[config.mk]
export PLATFORM = sky130hd
export DESIGN_NAME = pipe_skid_reg
export DESIGN_NICKNAME = d
export VERILOG_FILES = /design/src/rtl/pipe_pkg.sv /design/src/rtl/pipe_skid_slot.sv /design/src/rtl/pipe_skid_reg.sv
export SDC_FILE = /design/constraint.sdc
export NUM_CORES = 1
export LEC_CHECK = 0
export BUFFER_PORTS_ARGS = -buffer_cell sky130_fd_sc_hd__buf_2
export CORE_ASPECT_RATIO = 1.75
export CORE_MARGIN = 2
export CORE_UTILIZATION = 50
export CTS_CLUSTER_DIAMETER = 120
export DETAILED_ROUTE_END_ITERATION = 12
export PLACE_DENSITY_LB_ADDON = 0.25
export SKIP_CTS_REPAIR_TIMING = 1
export SYNTH_ARGS = -nofsm -noshare
export SYNTH_HDL_FRONTEND = slang
export SYNTH_SLANG_ARGS = --single-unit
[constraint.sdc]
create_clock -name clk -period 2.05 [get_ports clk]
set_clock_uncertainty 0.2 [all_clocks]
set_input_delay 0 -clock clk [delete_from_list [all_inputs] [get_ports clk]]
set_output_delay 0 -clock clk [all_outputs]
set_load 0.01 [all_outputs]
[src/rtl/pipe_pkg.sv]
// ---------------------------------------------------------------------------
// pipe_pkg -- shared definitions for the pipeline skid-buffer stage.
//   skid_state_e : occupancy of the 2-entry skid buffer
//                  (EMPTY, ONE = main valid, TWO = main and skid valid).
//   NOP_DEFAULT  : default bubble payload used when a stage holds no entry.
// ---------------------------------------------------------------------------
package pipe_pkg;

  typedef enum logic [1:0] {
    ST_EMPTY = 2'd0,
    ST_ONE   = 2'd1,
    ST_TWO   = 2'd2
  } skid_state_e;

  localparam logic [15:0] NOP_DEFAULT = 16'h0000;

endpackage : pipe_pkg

[src/rtl/pipe_skid_slot.sv]
// ---------------------------------------------------------------------------
// pipe_skid_slot -- one payload register of the skid buffer.
//   clk   : rising-edge clock
//   rst_n : asynchronous active-low clear, payload returns to NOP_VAL
//   we_i  : load d_i on the next rising edge
//   d_i   : payload to load
//   q_o   : stored payload
// ---------------------------------------------------------------------------
module pipe_skid_slot
  import pipe_pkg::*;
#(
  parameter int unsigned         DATA_W  = 16,
  parameter logic [DATA_W-1:0]   NOP_VAL = DATA_W'(NOP_DEFAULT)
) (
  input  logic              clk,
  input  logic              rst_n,
  input  logic              we_i,
  input  logic [DATA_W-1:0] d_i,
  output logic [DATA_W-1:0] q_o
);

  logic [DATA_W-1:0] data_q;

  always_ff @(posedge clk or negedge rst_n) begin
    if (!rst_n) begin
      data_q <= NOP_VAL;
    end else if (we_i) begin
      data_q <= d_i;
    end
  end

  assign q_o = data_q;

endmodule : pipe_skid_slot

[src/rtl/pipe_skid_reg.sv]
// ---------------------------------------------------------------------------
// pipe_skid_reg -- valid/ready pipeline stage built as a 2-entry skid buffer.
//   clk, rst_n          : rising-edge clock, asynchronous active-low reset
//   in_valid/in_ready   : upstream handshake, in_data is the payload
//   out_valid/out_ready : downstream handshake, out_data is the payload
//                         (NOP_VAL whenever the stage holds a bubble)
//   flush               : synchronous flush, empties the stage
//   flush_q             : flush delayed one clock for the next stage
//   stall_cnt           : saturating count of stalled cycles
//                         (only when PIPE_SKID_STATS_EN is defined)
// Optional feature macro: PIPE_SKID_STATS_EN.
// ---------------------------------------------------------------------------
module pipe_skid_reg
  import pipe_pkg::*;
#(
  parameter int unsigned         DATA_W  = 16,
  parameter logic [DATA_W-1:0]   NOP_VAL = DATA_W'(NOP_DEFAULT),
  parameter int unsigned         CNT_W   = 16
) (
  input  logic              clk,
  input  logic              rst_n,
  input  logic              in_valid,
  output logic              in_ready,
  input  logic [DATA_W-1:0] in_data,
  output logic              out_valid,
  input  logic              out_ready,
  output logic [DATA_W-1:0] out_data,
  input  logic              flush,
`ifdef PIPE_SKID_STATS_EN
  output logic              flush_q,
  output logic [CNT_W-1:0]  stall_cnt
`else
  output logic              flush_q
`endif
);

  skid_state_e       state_q, state_d;
  logic              main_we, skid_we;
  logic [DATA_W-1:0] main_d;
  logic [DATA_W-1:0] main_q, skid_q;
  logic              flush_q_q;

  // Ready comes straight from registered state so upstream never sees a
  // combinational path from out_ready.
  assign in_ready  = (state_q != ST_TWO);
  assign out_valid = (state_q != ST_EMPTY);
  assign out_data  = out_valid ? main_q : NOP_VAL;

  always_comb begin
    state_d = state_q;
    main_we = 1'b0;
    skid_we = 1'b0;
    main_d  = in_data;
    unique case (state_q)
      ST_EMPTY: begin
        if (in_valid) begin
          state_d = ST_ONE;
          main_we = 1'b1;
        end
      end
      ST_ONE: begin
        if (in_valid && out_ready) begin
          main_we = 1'b1;
        end else if (in_valid) begin
          // Downstream stalled: park the new entry in the skid slot.
          state_d = ST_TWO;
          skid_we = 1'b1;
        end else if (out_ready) begin
          state_d = ST_EMPTY;
        end
      end
      ST_TWO: begin
        if (out_ready) begin
          state_d = ST_ONE;
          main_we = 1'b1;
          main_d  = skid_q;
        end
      end
      default: state_d = ST_EMPTY;
    endcase
    // Flush overrides everything, including an entry offered this cycle.
    if (flush) begin
      state_d = ST_EMPTY;
      main_we = 1'b0;
      skid_we = 1'b0;
    end
  end

  always_ff @(posedge clk or negedge rst_n) begin
    if (!rst_n) begin
      state_q   <= ST_EMPTY;
      flush_q_q <= 1'b0;
    end else begin
      state_q   <= state_d;
      flush_q_q <= flush;
    end
  end

  assign flush_q = flush_q_q;

  pipe_skid_slot #(.DATA_W(DATA_W), .NOP_VAL(NOP_VAL)) u_main_slot (
    .clk   (clk),
    .rst_n (rst_n),
    .we_i  (main_we),
    .d_i   (main_d),
    .q_o   (main_q)
  );

  pipe_skid_slot #(.DATA_W(DATA_W), .NOP_VAL(NOP_VAL)) u_skid_slot (
    .clk   (clk),
    .rst_n (rst_n),
    .we_i  (skid_we),
    .d_i   (in_data),
    .q_o   (skid_q)
  );

`ifdef PIPE_SKID_STATS_EN
  logic [CNT_W-1:0] stall_cnt_q;

  always_ff @(posedge clk or negedge rst_n) begin
    if (!rst_n) begin
      stall_cnt_q <= '0;
    end else if (out_valid && !out_ready && (stall_cnt_q != {CNT_W{1'b1}})) begin
      stall_cnt_q <= stall_cnt_q + 1'b1;
    end
  end

  assign stall_cnt = stall_cnt_q;
`endif

endmodule : pipe_skid_reg

==> results.cfg, run 1 <==
[synth]
ys_top_cells_by_area = dfrtp_1 50%, mux2_2 18%, mux2_4 17%
synth_ff_type = dfrtp_1
synth_top_area_cell = dfrtp_1
yosysTopAreaCellShare_pct = 49.7
synth_cell_types = 22
ys_seq_area_share_pct = 49.7
synth_nets = 141
synthCells = 120
syn_area_um2 = 1760
ys_ff_latch = 35
synth-edff-count = 0
async_flop_share_pct = 100
avgSynthCellArea_um2 = 14.7
yosysWarnings = 0

[cts]
cts.sinks = 35
cts_tree = yes
clock_latency_ns = 0.28
clk_path_buf_depth = 2
htree_num_levels = 2
numCtsBuffers = 5
clk_pin_slew_worst_paths_ns = 0.07
root_buffer = clkbuf_8

[critical_path]
cp.arrival_ns = 1.93
start_kind = register
cp_max_fo = 7
crit_path_end_kind = register
rr_worst_depth = 4
r2r_slack_ns = 0.14
r2r_start = state_q[0]
critPathRequiredTime_ns = 2.07
worstSetupPathType = register to register
r2r-end = state_q[0]

[power_and_ir_drop]
p_leak_uw = 0.00113
pwr-share-seq_pct = 46.6
p_sw_share_pct = 24.1
comb_power_share_pct = 21.3
switching_power_uw = 479
peakVddDrop_mv = 0.689
clkPwrFrac_pct = 32.1
powerDensity_nw_per_um2 = 860
internal_power_uw = 1510

[finish]
fill_cells = 245
mostFrequentLayoutCells = 39 x buf_2, 35 x dfrtp_1, 28 x mux2_2, 20 x mux2_4, 20 x dlygate4sd3_1
area_delta_synth_final_pct = 31.3
design_area_um2 = 2310
final_util_pct = 68.8
nets = 206
final_common_cell = buf_2
layout-drive-gt1-share_pct = 56.5
n_antenna_cell = 0

[placed_design]
preCtsSetupSlack_ns = 0.202
dpl_cell_area_um2 = 2000
gp_congestion = 0.705
dp_hpwl_um = 2390
portBuffers = 39

[route]
routedWlPerCell_um = 14.8
postRouteAntennaNets = 0
wl_um = 3420
via_per_inst = 5.01
route.detailed.drc = 0
drtIter0Drc = 16
vias = 1157
firstDrtPassIters = 3

[global_routing]
grtUsageMet2_pct = 31.9
grt_use_met3_pct = 4.32
antenna_found_initial = 0
top_usage_layer = met2
overflow = 0
grt_pass1_wl_um = 5260
grt_start_max_net_pins = 36
grt_use_total_pct = 17.9
use_met1_pct = 18.6
grt_pass1_vias = 1098

[floorplanning]
dieHeight_um = 82.5
die_x_um = 48.9
boundaryPins = 40
die_area_um2 = 4030
core_um2 = 3360
std_cell_rows = 28
initial_core_util_pct = 52.4

[sta]
hold_violations = 0
hold_slack_ns = 0.126
rsz0062_at_grt = no
setup_viol = 0
maxSlewHeadroom_pct = 48.4
max_freq_ghz = 0.522
fin_ws_ns = 0.135
period_share_pct = 93.4
slew_viol_final = 0
fin_crit_ns = 1.91
worst_slew_pin_slew_ns = 0.774
finalSetupTns_ns = 0

[worst_hold_path]
hold_path_class = input port to asynchronous set/reset pin

[run]
cap_violations = 0

[status]
outcome = finished, final reports clean
==> per-stage QoR <==
step	std cells	power [µW]
floorplan	120	1200
global placement	203	1300
detailed placement	203	1340
CTS	211	1990
global route	231	2090
finish	231	1990
==> kinds of logic (layout without fill, tap and decap cells) <==
group           Yosys count  after routing  synth area share [%]
mux                      48             48                  34.9
compound gates            5              5                  2.42
buf+inv                   6             72                  2.70
simple gates             26             26                  10.2
flops                    35             35                  49.7
==> cell type report <==
cell class | instances | area (µm²) | share of cell area (%)
Inverter | 2 | 7.51 | 0.324
Clock inverter | 2 | 35.0 | 1.51
Sequential cell | 35 | 876 | 37.9
Timing Repair Buffer | 62 | 418 | 18.1
Multi-Input combinational cell | 79 | 838 | 36.2
Clock buffer | 6 | 82.6 | 3.57
Tap cell | 45 | 56.3 | 2.43
==> Yosys cell counts (2+ instances only) <==
cell,count
inv_1,2
nor2b_1,16
dfrtp_1,35
mux2_4,20
nor2_1,2
a21oi_1,2
mux2_2,28
==> power by group through the flow <==
stage / Clock [µW] / Combinational [µW] / Sequential (µW)
4_1_cts: 658 / 399 / 930
3_3_place_gp: 0 / 376 / 926
5_1_grt: 689 / 459 / 947
3_5_place_dp: 0 / 399 / 942
6_report: 639 / 424 / 927
2_1_floorplan: 0 / 288 / 912
==> critical path: stages, from the launching register on <==
cell and delay, ns:
dfrtp_1 0.49, nor3b_1 0.30, o21bai_1 0.13, a21oi_1 0.15, dlygate4sd3_1 0.57
==> metal layers <==
layer / part of all wire [%] / wire length, µm / vias to the layer above
li1: - / - / 548
met4: 2.5 / 87 / 0
met2: 56 / 1910 / 31
met5: 0 / 0 / -
met1: 39 / 1330 / 571
met3: 2.8 / 97 / 7
==> flip-flops by register name (all words and copies together) (netlist names) <==
| name | cells |
|---|---|
| flush_q | 1 |
| state_q | 2 |
| u_main_slot.q_o | 16 |
| u_skid_slot.q_o | 16 |
==> worst max path at each step <==
stage,from,end,slack (ns),cells after the start
2_1_floorplan,state_q[1],u_main_slot.q_o[10],0.26,5
3_3_place_gp,state_q[1],u_main_slot.q_o[7],0.29,5
3_5_place_dp,state_q[1],u_main_slot.q_o[8],0.20,5
4_1_cts,state_q[1],u_skid_slot.q_o[11],0.19,3
5_1_grt,state_q[0],state_q[0],0.06,4
6_report,state_q[0],state_q[0],0.14,4
Power figures use the tool's default switching activity.
==> run 2, diff against run 1 <==
--- a/config.mk
+++ b/config.mk
@@ -6,7 +6,6 @@
 export NUM_CORES = 1
 export LEC_CHECK = 0
 export BUFFER_PORTS_ARGS = -buffer_cell sky130_fd_sc_hd__buf_2
-export CORE_ASPECT_RATIO = 1.75
 export CORE_MARGIN = 2
 export CORE_UTILIZATION = 50
 export CTS_CLUSTER_DIAMETER = 120
==> constraint.sdc (replaced) <==
create_clock -name clk -period 1.9 [get_ports clk]
set_clock_uncertainty 0.2 [all_clocks]
set_input_delay 0 -clock clk [delete_from_list [all_inputs] [get_ports clk]]
set_output_delay 0 -clock clk [all_outputs]
set_load 0.01 [all_outputs]
==> run 2 against run 1 <==
Compared with the run above:
- sequential cell count stayed put
- first-iteration DRC count is 6.3% lower
- fmax is 5.9% higher
- largest cell class unchanged
- largest power group unchanged
==> results.cfg, run 2 (synthesis gave the netlist of run 1 again) <==
[status]
outcome = finished, final reports clean

[sta]
max_freq_ghz = 0.553
hold_violations = 0
maxSlewHeadroom_pct = 48.8
finalSetupTns_ns = 0
period_share_pct = 95.2
setup_viol = 0
worst_slew_pin_slew_ns = 0.768
fin_ws_ns = 0.0911
fin_crit_ns = 1.81
slew_viol_final = 0
rsz0062_at_grt = no

[route]
routedWlPerCell_um = 13.5
firstDrtPassIters = 4
route.detailed.drc = 0
postRouteAntennaNets = 0
vias = 1136
wl_um = 3150
via_per_inst = 4.88
drtIter0Drc = 15

[power_and_ir_drop]
clkPwrFrac_pct = 19.7
p_sw_share_pct = 25.9
switching_power_uw = 470
peakVddDrop_mv = 0.552
pwr-share-seq_pct = 54.8
internal_power_uw = 1350
comb_power_share_pct = 25.5
p_leak_uw = 0.00111
powerDensity_nw_per_um2 = 794

[global_routing]
overflow = 0
grt_pass1_wl_um = 5090
grt_start_max_net_pins = 36
grt_pass1_vias = 1098
antenna_found_initial = 0
grt_use_total_pct = 16.7

[floorplanning]
initial_core_util_pct = 52.4
die_area_um2 = 4010
die_x_um = 63.4
boundaryPins = 40
std_cell_rows = 21
core_um2 = 3360
dieHeight_um = 63.4

[cts]
cts_tree = yes
clk_pin_slew_worst_paths_ns = 0.10
numCtsBuffers = 5
clk_path_buf_depth = 2
htree_num_levels = 2
root_buffer = clkbuf_4
cts.sinks = 35
clock_latency_ns = 0.33

[finish]
final_common_cell = buf_2
design_area_um2 = 2290
area_delta_synth_final_pct = 29.8
layout.cells.non_filler = 233
n_antenna_cell = 0
mostFrequentLayoutCells = 39 x buf_2, 35 x dfrtp_1, 28 x mux2_2, 20 x mux2_4, 20 x dlygate4sd3_1
layout-drive-gt1-share_pct = 56.7
nets = 209

[critical_path]
worstSetupPathType = register to register
critPathRequiredTime_ns = 1.92
start_kind = register
crit_path_end_kind = register
rr_worst_depth = 4
cp.arrival_ns = 1.83
r2r_slack_ns = 0.09
cp_max_fo = 16

[placed_design]
preCtsSetupSlack_ns = 0.0919
placed_cells = 207
gp_congestion = 0.707
portBuffers = 39
dpl_cell_area_um2 = 2040

[worst_hold_path]
hold_path_class = input port to asynchronous set/reset pin

[run]
cap_violations = 0
run 2: final cells by class:
| cell class | instances | area [µm²] |
|---|---|---|
| Fill cell | 279 | 1080 |
| Inverter | 2 | 7.51 |
| Multi-Input combinational cell | 79 | 840 |
| Clock buffer | 6 | 41.3 |
| Timing Repair Buffer | 65 | 465 |
| Sequential cell | 35 | 876 |
| Tap cell | 46 | 57.6 |
run 2: worst paths after layout:
| kind | from | end |
|---|---|---|
| min in group clk | flush | flush_q |
| worst min register to register | u_main_slot.q_o[12] | u_main_slot.q_o[12] |
| worst max-delay path | state_q[0] | u_main_slot.q_o[12] |
| worst max register to register | state_q[0] | u_main_slot.q_o[12] |
| max in group asynchronous | rst_n | u_main_slot.q_o[4] |
| worst min-delay path | rst_n | u_main_slot.q_o[11] |
run 2: through the flow:
stage | util, % | hold WS [ns] | power, µW
3_5_place_dp | 60.8 | -0.0808 | 1450
3_3_place_gp | 60.8 | -0.0957 | 1420
2_1_floorplan | - | -0.496 | 1290
6_report | 68.0 | 0.0712 | 1820
4_1_cts | 62.0 | -0.458 | 1810
5_1_grt | 68.0 | 0.124 | 1940
run 2: power by group through the flow:
| stage | sequential [µW] | combinational (µW) | clock [µW] |
|---|---|---|---|
| after floorplan | 984 | 310 | 0 |
| after global placement | 999 | 423 | 0 |
| after detailed placement | 1010 | 439 | 0 |
| after CTS | 996 | 440 | 375 |
| after global routing | 1020 | 507 | 412 |
| final | 995 | 464 | 358 |
run 2: metal layers:
metal / routed length, µm / vias to the layer above / part of all wire (%) / global-route usage [%]
met1: 1390 / 553 / 44 / 21.0
met4: 53 / 0 / 1.7 / 6.52
met5: 0 / - / 0 / 0
met2: 1560 / 27 / 50 / 26.4
met3: 142 / 5 / 4.5 / 6.07
li1: - / 551 / - / -
run 2: worst max-delay path, stage by stage, from the launching register on:
cell,delay (ns)
dfrtp_1,0.48
nor2b_4,0.21
nand2_4,0.20
mux2_4,0.35
mux2_4,0.25
==> run 3, diff against run 2 <==
--- a/config.mk
+++ b/config.mk
@@ -6,7 +6,7 @@
 export NUM_CORES = 1
 export LEC_CHECK = 0
 export BUFFER_PORTS_ARGS = -buffer_cell sky130_fd_sc_hd__buf_2
-export CORE_MARGIN = 2
+export CAP_MARGIN = 20
 export CORE_UTILIZATION = 50
 export CTS_CLUSTER_DIAMETER = 120
 export DETAILED_ROUTE_END_ITERATION = 12
==> run 3 against run 2 <==
Compared with the run above:
- via count barely moved
- sequential power fell by 0.5%
- hold slack got worse by 0.025 ns
- sequential share of layout area decreased by 0.58 points
- design area up 1.5%
- largest cell class unchanged
- highest routed layer unchanged
==> results.cfg, run 3 (synthesis gave the netlist of run 1 again) <==
[status]
outcome = finished, final reports clean

[global_routing]
overflow = 0
use_met1_pct = 21.4
antenna_found_initial = 0
top_usage_layer = met2
grt_use_total_pct = 17.0
grt_start_max_net_pins = 36
grt_pass1_wl_um = 4490
grt_use_met3_pct = 6.51
grt_pass1_vias = 994
grtUsageMet2_pct = 27.2

[sta]
worst_slew_pin_slew_ns = 0.762
maxSlewHeadroom_pct = 49.2
period_share_pct = 96.1
fin_ws_ns = 0.0733
hold_slack_ns = 0.0467
finalSetupTns_ns = 0
hold_violations = 0
setup_viol = 0
slew_viol_final = 0
rsz0062_at_grt = no
fin_crit_ns = 1.83
max_freq_ghz = 0.547

[route]
route.detailed.drc = 0
vias = 1135
via_per_inst = 4.85
wl_um = 3020
routedWlPerCell_um = 12.9
drtIter0Drc = 16
postRouteAntennaNets = 0
firstDrtPassIters = 4

[power_and_ir_drop]
p_leak_uw = 0.00113
switching_power_uw = 496
clkPwrFrac_pct = 24.6
comb_power_share_pct = 24.1
pwr-share-seq_pct = 51.4
internal_power_uw = 1430
peakVddDrop_mv = 0.536
powerDensity_nw_per_um2 = 830
p_sw_share_pct = 25.7

[run]
cap_violations = 0

[cts]
cts.sinks = 35
cts_tree = yes
clk_pin_slew_worst_paths_ns = 0.11
htree_num_levels = 2
root_buffer = clkbuf_4
clk_path_buf_depth = 2
numCtsBuffers = 5
clock_latency_ns = 0.34

[finish]
area_delta_synth_final_pct = 31.8
design_area_um2 = 2320
layout-drive-gt1-share_pct = 56.9
nets = 208
final_common_cell = buf_2
fill_cells = 257
layout.cells.non_filler = 234
n_antenna_cell = 0
mostFrequentLayoutCells = 39 x buf_2, 35 x dfrtp_1, 28 x mux2_2, 20 x mux2_4, 20 x dlygate4sd3_1

[floorplanning]
initial_core_util_pct = 52.4
dieHeight_um = 61.4
std_cell_rows = 21
core_um2 = 3360
boundaryPins = 40
die_area_um2 = 3770
die_x_um = 61.4

[placed_design]
dpl_cell_area_um2 = 2050
placed_cells = 206
gp_congestion = 0.651
preCtsSetupSlack_ns = 0.0991
portBuffers = 39
dp_hpwl_um = 2100

[worst_hold_path]
hold_path_class = input port to asynchronous set/reset pin

[critical_path]
worstSetupPathType = register to register
cp_cell_sequence = and2b_1, nand2b_2, a21oi_4, buf_12, mux2_4
cp.arrival_ns = 1.85
crit_path_end = u_main_slot.q_o[10]
rr_worst_depth = 5
cp_max_fo = 10
crit_path_end_kind = register
start_kind = register
crit_start = state_q[1]
r2r-end = u_main_slot.q_o[10]
slowest_stage = dfrtp_1
r2r_slack_ns = 0.07
r2r_start = state_q[1]
critPathRequiredTime_ns = 1.93
critPathMaxStageDelay_ns = 0.42
## run 3: changes by cell type in the layout (fill, tap and decap cells not counted)
| cell | delta |
|---|---|
| clkbuf_1 | -1 |
| clkbuf_8 | +2 |
| buf_4 | -2 |
| buf_12 | +1 |
| and2b_1 | +1 |
| and2b_2 | -1 |
| clkinvlp_4 | +1 |
## run 3: final cells by class
| class | instances | area [µm²] | share of cell area, % |
|---|---|---|---|
| clock inverter | 1 | 7.51 | 0.323 |
| timing repair buffer | 64 | 470 | 20.3 |
| multi-input combinational | 79 | 838 | 36.1 |
| inverter | 2 | 7.51 | 0.323 |
| tap | 46 | 57.6 | 2.48 |
| clock buffer | 7 | 65.1 | 2.80 |
| sequential | 35 | 876 | 37.7 |
## run 3: how the worst min path moves through the flow
stage                  start                  end  slack, ns  cells past startpoint
floorplan              rst_n              flush_q      -0.50                      0
global placement       rst_n  u_main_slot.q_o[14]       -0.1                      1
detailed placement     rst_n   u_main_slot.q_o[9]      -0.08                      1
CTS                    rst_n   u_main_slot.q_o[9]      -0.47                      1
global route        in_valid           state_q[1]       0.07                      4
finish                 rst_n   u_main_slot.q_o[9]       0.05                      2
## run 3: metrics by stage
| stage | utilization [%] | power, µW |
|---|---|---|
| after floorplan | - | 1290 |
| after global placement | 60.9 | 1420 |
| after detailed placement | 60.9 | 1450 |
| after CTS | 63.1 | 1920 |
| after global routing | 69.0 | 2040 |
| final | 69.0 | 1930 |
## run 3: routing by layer
metal / share of wire, % / up-vias
li1: - / 551
met1: 44 / 545
met2: 49 / 33
met3: 4.8 / 6
met4: 1.3 / 0
met5: 0 / -
## run 3: worst max-delay path: cells and delay by family (launching register included)
family                 cells  cell delay [ns]
buffers and inverters      1             0.17
flip-flops                 1             0.42
multiplexers               1             0.30
AND/OR/NAND/NOR            2             0.41
AO/OA/AOI/OAI              1             0.22
## run 3: power by group through the flow
| stage | Sequential [µW] | Clock [µW] | Combinational [µW] |
|---|---|---|---|
| 2_1_floorplan | 984 | 0 | 310 |
| 5_1_grt | 1010 | 520 | 508 |
| 3_3_place_gp | 999 | 0 | 423 |
| 4_1_cts | 992 | 487 | 439 |
| 3_5_place_dp | 1010 | 0 | 438 |
| 6_report | 990 | 474 | 464 |
